[config.mk]
export PLATFORM = sky130hd
export DESIGN_NAME = rtcore_host_ctrl
export DESIGN_NICKNAME = d
export VERILOG_FILES = /design/src/rtl/rtcore_host_ctrl_pkg.sv /design/src/rtl/rtcore_host_ctrl_fifo.sv /design/src/rtl/rtcore_host_ctrl.sv
export SDC_FILE = /design/constraint.sdc
export NUM_CORES = 1
export LEC_CHECK = 0
export BUFFER_PORTS_ARGS = -buffer_cell sky130_fd_sc_hd__buf_2
export CORE_MARGIN = 3
export CORE_UTILIZATION = 54
export DETAILED_ROUTE_END_ITERATION = 12
export PLACE_DENSITY = 0.91
export SLEW_MARGIN = 20
export SYNTH_ARGS = -nofsm -noshare
export SYNTH_HDL_FRONTEND = slang
export SYNTH_SLANG_ARGS = --single-unit
[constraint.sdc]
create_clock -name clk -period 7.94 [get_ports clk]
set_input_delay 0.397 -clock clk [delete_from_list [all_inputs] [get_ports clk]]
set_output_delay 0.397 -clock clk [all_outputs]
set_load 0.01 [all_outputs]
[src/rtl/rtcore_host_ctrl_pkg.sv]
// rtcore_host_ctrl_pkg: shared ray/result datatype widths and host controller FSM states
// Provides `RAY_WIDTH / `RESULT_WIDTH (overridable on the command line) plus
// RAY_W / RES_W mirrors for code that prefers package constants, and host_state_t.
`ifndef RAY_WIDTH
`define RAY_WIDTH 32
`endif
`ifndef RESULT_WIDTH
`define RESULT_WIDTH 24
`endif

package rtcore_host_ctrl_pkg;
   localparam int RAY_W = `RAY_WIDTH;
   localparam int RES_W = `RESULT_WIDTH;
   typedef enum logic [1:0] {IDLE, RUN, DONE} host_state_t;
endpackage

[src/rtl/rtcore_host_ctrl_fifo.sv]
// host_ray_fifo: ray prefetch FIFO between the ray SRAM and the rtcore ray stream
// Ports: clk/arst_n clock and async active-low reset; clr synchronous flush;
// push/din write side; pop/dout show-ahead read side; full/empty/count status.
module host_ray_fifo #(
   parameter int DEPTH = 2,
   parameter int WIDTH = 32,
   parameter int CW    = $clog2(DEPTH) + 1
) (
   input  logic             clk,
   input  logic             arst_n,
   input  logic             clr,
   input  logic             push,
   input  logic [WIDTH-1:0] din,
   input  logic             pop,
   output logic [WIDTH-1:0] dout,
   output logic             full,
   output logic             empty,
   output logic [CW-1:0]    count
);
   localparam int AW = $clog2(DEPTH);

   logic [WIDTH-1:0] mem [DEPTH];
   logic [AW-1:0]    wr_ptr, rd_ptr;

   // DEPTH is a power of two, so the pointers wrap on their own
   always_ff @(posedge clk or negedge arst_n) begin
      if (!arst_n) begin
         wr_ptr <= '0;
         rd_ptr <= '0;
         count  <= '0;
      end else if (clr) begin
         wr_ptr <= '0;
         rd_ptr <= '0;
         count  <= '0;
      end else begin
         wr_ptr <= wr_ptr + AW'(push);
         rd_ptr <= rd_ptr + AW'(pop);
         count  <= count + CW'(push) - CW'(pop);
      end
   end

   always_ff @(posedge clk) begin
      if (push) mem[wr_ptr] <= din;
   end

   assign dout  = mem[rd_ptr];
   assign empty = count == '0;
   assign full  = count == CW'(DEPTH);
endmodule

[src/rtl/rtcore_host_ctrl.sv]
// rtcore_host_ctrl: streams rays from SRAM into the rtcore and collects results into SRAM
// Ports: clk, arst_n (async active-low); start/num_rays job request; busy/done status;
// ray_sram_rd* ray SRAM read port (1-cycle latency); ray_stream_* producer side of
// the ray FIFO; result_stream_* show-ahead consumer side of the result FIFO;
// res_sram_wr* result SRAM write port.
module rtcore_host_ctrl
   import rtcore_host_ctrl_pkg::*;
#(
   parameter int CNT_WIDTH = 16,
   parameter int BUF_DEPTH = 2
) (
   input  logic                     clk,
   input  logic                     arst_n,
   input  logic                     start,
   input  logic [CNT_WIDTH-1:0]     num_rays,
   output logic                     busy,
   output logic                     done,
   output logic                     ray_sram_rd,
   output logic [CNT_WIDTH-1:0]     ray_sram_rd_addr,
   input  logic [`RAY_WIDTH-1:0]    ray_sram_rd_dout,
   input  logic                     ray_stream_full_n,
   output logic                     ray_stream_write,
   output logic [`RAY_WIDTH-1:0]    ray_stream_din,
   input  logic                     result_stream_empty_n,
   output logic                     result_stream_read,
   input  logic [`RESULT_WIDTH-1:0] result_stream_dout,
   output logic                     res_sram_wr,
   output logic [CNT_WIDTH-1:0]     res_sram_wr_addr,
   output logic [`RESULT_WIDTH-1:0] res_sram_wr_din
);
   localparam int CW = $clog2(BUF_DEPTH) + 1;

   host_state_t          state, state_nx;
   logic [CNT_WIDTH-1:0] num_q, rd_ptr, col_cnt;
   logic                 rd_q, accept, fifo_full, fifo_empty;
   logic [CW-1:0]        fifo_cnt;
   logic [CW:0]          pending;

   assign accept = (state == IDLE) && start;
   assign busy   = state != IDLE;
   assign done   = state == DONE;

   // Slots already claimed: buffered rays plus the read in flight, minus the entry
   // leaving this cycle, so a full-rate stream keeps one read issued every cycle.
   assign pending = {1'b0, fifo_cnt} - {{CW{1'b0}}, ray_stream_write} + {{CW{1'b0}}, rd_q};

   assign ray_sram_rd      = (state == RUN) && (rd_ptr < num_q) && (!fifo_full || ray_stream_write)
                             && (pending < (CW+1)'(BUF_DEPTH));
   assign ray_sram_rd_addr = rd_ptr;
   assign ray_stream_write = !fifo_empty && ray_stream_full_n;

   assign result_stream_read = (state == RUN) && result_stream_empty_n && (col_cnt < num_q);
   assign res_sram_wr        = result_stream_read;
   assign res_sram_wr_addr   = col_cnt;
   assign res_sram_wr_din    = result_stream_dout;

   always_ff @(posedge clk or negedge arst_n) begin
      if (!arst_n) state <= IDLE;
      else state <= state_nx;
   end

   always_comb begin
      state_nx = state;
      state_nx = (state == IDLE) ? (start ? RUN : IDLE)
               : (state == RUN)  ? ((col_cnt == num_q) ? DONE : RUN)
               : IDLE;
   end

   // rd_q marks the cycle the SRAM returns data; reset drops any read in flight
   always_ff @(posedge clk or negedge arst_n) begin
      if (!arst_n) begin
         num_q   <= '0;
         rd_ptr  <= '0;
         col_cnt <= '0;
         rd_q    <= 1'b0;
      end else begin
         rd_q <= ray_sram_rd;
         if (accept) begin
            num_q   <= num_rays;
            rd_ptr  <= '0;
            col_cnt <= '0;
         end else begin
            if (ray_sram_rd) rd_ptr <= rd_ptr + CNT_WIDTH'(1);
            if (result_stream_read) col_cnt <= col_cnt + CNT_WIDTH'(1);
         end
      end
   end

   // a new job flushes any rays left over from a job that finished early
   host_ray_fifo #(
      .DEPTH (BUF_DEPTH),
      .WIDTH (`RAY_WIDTH),
      .CW    (CW)
   ) u_fifo (
      .clk   (clk),
      .arst_n(arst_n),
      .clr   (accept),
      .push  (rd_q),
      .din   (ray_sram_rd_dout),
      .pop   (ray_stream_write),
      .dout  (ray_stream_din),
      .full  (fifo_full),
      .empty (fifo_empty),
      .count (fifo_cnt)
   );
endmodule

==> impl_metrics.py, run 1 <==
metrics = {
    "run_status": {
        "run_status": "finished, final reports clean",
    },
    "synth": {
        "synthTopCellsByArea": "edfxtp_1 (33%), dfrtp_1 (24%), ha_1 (7.9%)",
        "synth_enable_flop_cells": 64,
        "synth_top_area_share_pct": 33.0,
        "synth_xor_area_share_pct": 0.451,
        "synth_warnings": 0,
        "synthArstFlopShare_pct": 46.2,
        "synth_fp_nets": 601,
        "seq_area_frac_synth_pct": 56.6,
        "synth-simple-area-share_pct": 12.6,
        "yosys_most_used_dff": "edfxtp_1",
        "ys_ff_latch": 119,
        "yosys.area_share.adder_pct": 8.29,
        "synthMuxAreaShare_pct": 6.37,
        "yosysTopAreaCell": "edfxtp_1",
        "synth_compound_area_share_pct": 9.68,
        "synth_cells": 486,
        "synth_cell_types": 49,
        "avgSynthCellArea_um2": 12.0,
        "synth_top_family_by_area": "simple AND/OR/NAND/NOR gates",
        "netlist_area_um2": 5830,
    },
    "clocking": {
        "numCtsBuffers": 17,
        "clkSlewWorstSetupHoldPaths_ns": 0.06,
        "postCtsSetupBuffers": 0,
        "cts_num_sinks": 119,
        "ctsRootBufferMaster": "clkbuf_8",
        "cts_tree": "done",
        "cts_hold_buf": 0,
        "cts_resized": 0,
        "clockBufferDepth": 2,
        "clkLatencyLatePin_ns": 0.51,
        "cts_htree_levels": 4,
    },
    "grt": {
        "grt_pass1_vias": 4293,
        "grtUsageMet3_pct": 6.28,
        "gr-max-usage-layer": "met2",
        "grt-ovfl-total": 0,
        "antenna_found_initial": 1,
        "grt.met1_usage_pct": 26.7,
        "grt_pass1_wl_um": 20300,
        "gr-usage-met2_pct": 36.3,
        "grt_max_degree": 56,
        "grt_usage_pct": 21.8,
    },
    "worst_setup_path": {
        "worst-path-buf-inv": 4,
        "crit_path_cell_trace": "o21a_1 > ha_1 > inv_1 > ha_1 > inv_1 > fa_1 > o21a_1 > a2111oi_0 > nand3_1 > inv_1 > buf_2",
        "cp-end-kind": "primary output",
        "max_stage_delay_ns": 0.65,
        "r2r_slack_ns": 3.82,
        "crit_family": "buffers and inverters",
        "required_ns": 7.54,
        "reg2reg_to": "ray_sram_rd_addr[2]",
        "path_max_fanout": 23,
        "cp_slowest_cell": "nand3_1",
        "critPathArrivalTime_ns": 4.17,
        "crit_top_cell": "inv_1",
        "r2r-start": "u_fifo.count[1]",
        "reg2reg_depth": 12,
        "cp-start-kind": "flip-flop",
        "path_class": "reg -> out",
    },
    "layout": {
        "fillCellCount": 777,
        "diodes": 0,
        "syn_to_final_growth_pct": 18.8,
        "fin_nets": 708,
        "drive_above_1_share_pct": 32.5,
        "final_cell_count_no_fill": 742,
    },
    "power_and_ir_drop": {
        "swShare_pct": 32.4,
        "p_int_mw": 1.39,
        "ir_worst_vdd_uv": 147,
        "clkPwrFrac_pct": 32.2,
        "combPwrFrac_pct": 27.4,
        "p_sw_mw": 0.665,
        "power_frac_seq_pct": 40.4,
        "p_leak_nw": 3.15,
        "cellPowerDensity_nw_per_um2": 297,
    },
    "sta": {
        "hold_violations": 0,
        "clock_skew_ns": 0.00768,
        "tns_ns": 0,
        "setup_slack_ns": 3.38,
        "clock.fmax_mhz": 219,
        "rsz0062_at_grt": "false",
        "drv_slew": 0,
        "layout_min_cycle_time_ns": 4.56,
        "setup_viol": 0,
        "slew_headroom_pct": 48.4,
        "period_share_pct": 57.5,
        "tightest_slew_ns": 0.772,
    },
    "floorplan": {
        "die_area_um2": 12100,
        "dieHeight_um": 110,
        "core_um2": 10400,
        "num_io_pins": 171,
        "die_w_um": 110,
        "start_util_pct": 56.0,
        "rows": 37,
    },
    "route": {
        "drtAntennaViolNets": 0,
        "drt-pass1-iter-count": 4,
        "vias": 4197,
        "finalWirelength_um": 12800,
        "drt_iter0_drc": 237,
        "wl_per_cell_um": 17.2,
        "via_per_inst": 5.66,
        "drc_errors": 0,
    },
    "flow_run": {
        "maxCapViolCount": 0,
    },
    "placed_design": {
        "port_buffers": 122,
        "dpl.cell_count": 710,
        "place_ws_ns": 3.80,
        "gp_congestion": 0.791,
        "hpwl_um": 9040,
    },
    "min_path": {
        "hold_class": "in -> async",
    },
}
==> power groups by stage <==
stage	Clock, mW	Sequential (mW)	Combinational [mW]
after CTS	0.674	0.829	0.571
after global placement	0	0.834	0.538
after global routing	0.703	0.840	0.629
final	0.661	0.830	0.563
after floorplan	0	0.834	0.384
after detailed placement	0	0.841	0.565
==> synthesized netlist by cell type, drive strengths merged (3+ instances only) <==
master / count
a21o: 4
a21oi: 20
and2: 4
and3: 11
buf: 27
clkbuf: 12
dfrtp: 55
edfxtp: 64
ha: 37
inv: 29
mux2: 33
nand2: 42
nand2b: 8
nand3: 23
nand4: 9
nor2: 13
nor3: 5
nor4: 3
o211ai: 5
o21a: 7
o21ai: 29
o31ai: 6
or3: 8
or4: 5
==> state kept, by name, indices dropped and copies added (netlist names) <==
signal and flops:
u_fifo.mem 64, num_q 16, ray_sram_rd_addr 16, res_sram_wr_addr 16
state 2, u_fifo.count 2, rd_q 1, u_fifo.rd_ptr 1
u_fifo.wr_ptr 1
==> cells in the final DEF (no fill, tap or decap), types with 2 or more instances in the layout <==
cell,instances
inv_1,29
buf_4,5
nand2b_1,8
and3_1,11
or4_1,5
a211o_1,2
ha_1,37
o21ai_0,29
nand2_1,42
nor4_1,3
a221o_1,2
xor2_1,2
o311ai_0,2
a21o_1,4
a21oi_1,20
clkinvlp_4,4
buf_2,122
nand3_1,22
edfxtp_1,64
clkinv_4,3
mux2_2,33
dfrtp_1,55
and2_1,4
clkbuf_16,16
o21a_1,7
inv_6,3
o31a_1,2
o31ai_1,6
o211ai_1,5
or3_1,8
clkinv_2,4
nor2b_1,2
nor2_1,13
nor3_1,5
nand4_1,8
==> logic make-up after synthesis <==
group | after synthesis
simple gates | 139
xor+xnor | 3
fa+ha+maj | 38
buf+inv | 68
mux | 33
flops | 119
compound gates | 86
==> metrics by stage <==
stage	power (mW)	util (%)	area, um2	hold slack (ns)
2_1_floorplan	1.22	-	5830	0.101
3_3_place_gp	1.37	61.5	6410	0.468
3_5_place_dp	1.41	61.5	6410	0.484
4_1_cts	2.07	66.5	6930	0.0271
5_1_grt	2.17	66.5	6930	0.0537
6_report	2.05	66.5	6930	0.0152
==> cell type report <==
type	count	area, um2	share of cell area (%)
tap	136	170	2.46
multi-input combinational	299	2180	31.5
timing repair buffer	127	648	9.36
inverter	29	109	1.57
sequential	119	3300	47.6
clock buffer	17	414	5.98
clock inverter	15	106	1.54
==> routing by layer <==
metal	vias to the layer above	wire, um
met5	-	7
met4	2	269
met3	35	978
met2	170	6170
met1	2016	5370
li1	1974	-
==> worst max path at each step <==
stage,start,to,slack (ns),cells past startpoint
finish,u_fifo.count[1],ray_sram_rd,3.38,11
global route,u_fifo.count[1],ray_sram_rd,3.01,11
CTS,u_fifo.count[1],ray_sram_rd,3.33,11
detailed placement,ray_stream_full_n,ray_sram_rd_addr[2],3.80,13
global placement,ray_stream_full_n,ray_sram_rd_addr[13],4.08,13
floorplan,u_fifo.count[1],ray_sram_rd_addr[10],4.93,12
Power figures use the tool's default switching activity.
==> run 2: changes to the inputs <==
--- a/config.mk
+++ b/config.mk
@@ -5,11 +5,12 @@
 export SDC_FILE = /design/constraint.sdc
 export NUM_CORES = 1
 export LEC_CHECK = 0
+export ABC_AREA = 1
 export BUFFER_PORTS_ARGS = -buffer_cell sky130_fd_sc_hd__buf_2
 export CORE_MARGIN = 3
-export CORE_UTILIZATION = 54
+export CORE_UTILIZATION = 53
 export DETAILED_ROUTE_END_ITERATION = 12
-export PLACE_DENSITY = 0.91
+export PLACE_DENSITY = 0.89
 export SLEW_MARGIN = 20
 export SYNTH_ARGS = -nofsm -noshare
 export SYNTH_HDL_FRONTEND = slang
==> constraint.sdc (replaced) <==
create_clock -name clk -period 4.6 [get_ports clk]
set_input_delay 0.23 -clock clk [delete_from_list [all_inputs] [get_ports clk]]
set_output_delay 0.23 -clock clk [all_outputs]
set_load 0.01 [all_outputs]
==> run 2 against run 1 <==
Compared with the run above: register-to-register slack worse by 2.5 ns; critical path depth rose by 2; power increased by 88%; cell area up 11%; global-route usage rose by 1.9 points; clock skew about the same; clock-buffer cell count grew 1; die area up 9.1%; largest cell class unchanged.
==> impl_metrics.py, run 2 <==
metrics = {
    "min_path": {
        "hold_class": "in -> reg",
    },
    "clocking": {
        "cts_resized": 0,
        "ctsRootBufferMaster": "clkbuf_16",
        "cts_htree_levels": 4,
        "clockBufferDepth": 2,
        "clkLatencyLatePin_ns": 0.42,
        "cts_num_sinks": 119,
        "numCtsBuffers": 17,
        "postCtsSetupBuffers": 0,
        "clkSlewWorstSetupHoldPaths_ns": 0.05,
        "cts_hold_buf": 30,
        "cts_tree": "done",
    },
    "layout": {
        "syn_to_final_growth_pct": 22.4,
        "layout_common_cells": "nand2_1 (208), buf_2 (122), edfxtp_1 (64)",
        "final_common_cell": "nand2_1",
        "regMostFlops": "u_fifo.mem",
        "final_area_um2": 7680,
        "fin_nets": 911,
        "diodes": 0,
        "drive_above_1_share_pct": 22.5,
        "fillCellCount": 834,
        "largest_reg_flops": 64,
        "final_cell_count_no_fill": 951,
        "fin_util_pct": 66.7,
    },
    "synth": {
        "synthMuxAreaShare_pct": 0,
        "synth_warnings": 0,
        "seq_area_frac_synth_pct": 52.6,
        "netlist_area_um2": 6270,
        "synth-simple-area-share_pct": 25.1,
        "synth_xor_area_share_pct": 3.35,
        "synth_fp_nets": 779,
        "yosys_most_used_dff": "edfxtp_1",
        "synth_top_family_by_area": "simple AND/OR/NAND/NOR gates",
        "ys_ff_latch": 119,
        "synthTopCellsByCount": "nand2_1 (208), edfxtp_1 (64), dfrtp_1 (55)",
        "synth_enable_flop_cells": 64,
        "synth_compound_area_share_pct": 3.29,
        "synth_cell_types": 35,
        "synth_most_common_cell": "nand2_1",
        "yosys.area_share.adder_pct": 7.70,
        "yosysTopAreaCell": "edfxtp_1",
        "synth_top_area_share_pct": 30.6,
        "synthArstFlopShare_pct": 46.2,
        "synthTopCellsByArea": "edfxtp_1 (31%), dfrtp_1 (22%), nand2_1 (12%)",
        "synth_cells": 664,
        "avgSynthCellArea_um2": 9.45,
    },
    "worst_setup_path": {
        "required_ns": 4.37,
        "path_max_fanout": 17,
        "critPathArrivalTime_ns": 3.67,
        "cp-end-kind": "primary output",
        "path_class": "reg -> out",
        "cp-start-kind": "flip-flop",
    },
    "sta": {
        "clock_skew_ns": 0.00757,
        "period_share_pct": 84.7,
        "tns_ns": 0,
        "clock.fmax_mhz": 257,
        "hold_violations": 0,
        "tightest_slew_ns": 0.747,
        "layout_min_cycle_time_ns": 3.90,
        "slew_headroom_pct": 50.1,
        "rsz0062_at_grt": "false",
        "setup_viol": 0,
        "drv_slew": 0,
    },
    "placed_design": {
        "dpl.cell_count": 890,
        "gp_congestion": 0.855,
        "hpwl_um": 9430,
        "postPlaceCellArea_um2": 6820,
        "port_buffers": 122,
    },
    "route": {
        "finalWirelength_um": 15300,
        "drtAntennaViolNets": 0,
        "drt_iter0_drc": 591,
        "drc_errors": 0,
        "vias": 5141,
        "wl_per_cell_um": 16.0,
        "drt-pass1-iter-count": 5,
        "via_per_inst": 5.41,
    },
    "power_and_ir_drop": {
        "p_sw_mw": 1.35,
        "p_int_mw": 2.51,
        "ir_worst_vdd_uv": 254,
        "p_leak_nw": 3.83,
        "swShare_pct": 34.9,
        "clkPwrFrac_pct": 32.3,
        "combPwrFrac_pct": 30.0,
        "power_frac_seq_pct": 37.7,
        "cellPowerDensity_nw_per_um2": 503,
    },
    "grt": {
        "grt_pass1_vias": 4866,
        "antenna_found_initial": 1,
        "grt-ovfl-total": 0,
        "grt_pass1_wl_um": 24400,
        "grt_usage_pct": 23.8,
        "grt_max_degree": 56,
    },
    "floorplan": {
        "rows": 39,
        "die_w_um": 115,
        "die_area_um2": 13200,
        "start_util_pct": 54.5,
        "core_um2": 11500,
        "num_io_pins": 171,
        "dieHeight_um": 115,
    },
    "flow_run": {
        "maxCapViolCount": 0,
    },
    "run_status": {
        "run_status": "finished, final reports clean",
    },
}
run 2: changes by cell type in the layout (fill, tap and decap cells not counted), moves of 19 or more:
cell	delta
nand3_1	+22
xor2_1	+19
nor2_1	+24
mux2_2	-33
inv_1	+23
nand2_1	+166
dlygate4sd3_1	+30
run 2: layout make-up:
type / instances / area [um2] / area share (%)
Timing Repair Buffer: 158 / 956 / 12.4
Tap cell: 143 / 179 / 2.33
Multi-Input combinational cell: 444 / 2470 / 32.2
Inverter: 56 / 210 / 2.74
Clock inverter: 13 / 133 / 1.73
Sequential cell: 119 / 3300 / 43.0
Clock buffer: 18 / 429 / 5.59
run 2: worst max-delay path, stage by stage (launching register included):
cell and delay [ns]:
dfrtp_1 0.42, o21ai_0 0.28, inv_1 0.11, ha_1 0.31, inv_1 0.06, ha_1 0.13
inv_1 0.05, fa_1 0.40, a22oi_2 0.19, nand4_2 0.12, nor3_4 0.59, nand2_4 0.30
inv_1 0.14, buf_2 0.14
run 2: power groups by stage:
stage	registers [mW]	logic (mW)	clock network, mW
global placement	1.46	1.07	0
finish	1.45	1.16	1.25
global route	1.47	1.28	1.32
detailed placement	1.47	1.11	0
floorplan	1.46	0.752	0
CTS	1.45	1.14	1.27
run 2: per-stage QoR:
step / hold WS, ns / setup WS, ns / total power, mW
after floorplan: -0.0656 / 1.81 / 2.21
after global placement: 0.405 / 1.33 / 2.53
after detailed placement: 0.408 / 1.16 / 2.58
after CTS: 0.00316 / 0.724 / 3.86
after global routing: 0.00670 / 0.484 / 4.08
final: 0.0209 / 0.704 / 3.86
run 2: cells by family after synthesis:
group                    Yosys count
flip-flops                       119
adder cells (fa/ha/maj)           38
AND/OR/NAND/NOR                  345
XOR/XNOR                          24
buffers and inverters            101
AO/OA/AOI/OAI                     37
run 2: final timing paths:
path                            startpoint                   to  slack (ns)  depth (start not counted)
max                        u_fifo.count[1]          ray_sram_rd        0.70                         13
min                           num_rays[11]            num_q[11]        0.02                          3
max reg2reg                u_fifo.count[1]  ray_sram_rd_addr[3]        1.31                         13
min reg2reg                       num_q[0]             num_q[0]        0.57                          2
max in group asynchronous           arst_n  ray_sram_rd_addr[3]        3.63                          3
min in group asynchronous           arst_n  res_sram_wr_addr[6]        0.48                          3
run 2: per-layer routing:
layer  track usage [%]  part of all wire, %  up-vias
li1                  -                    -     2443
met1              29.6                   42     2400
met2              40.1                   48      256
met3              6.11                  7.3       40
met4              8.76                  1.9        2
met5                 0                0.085        -
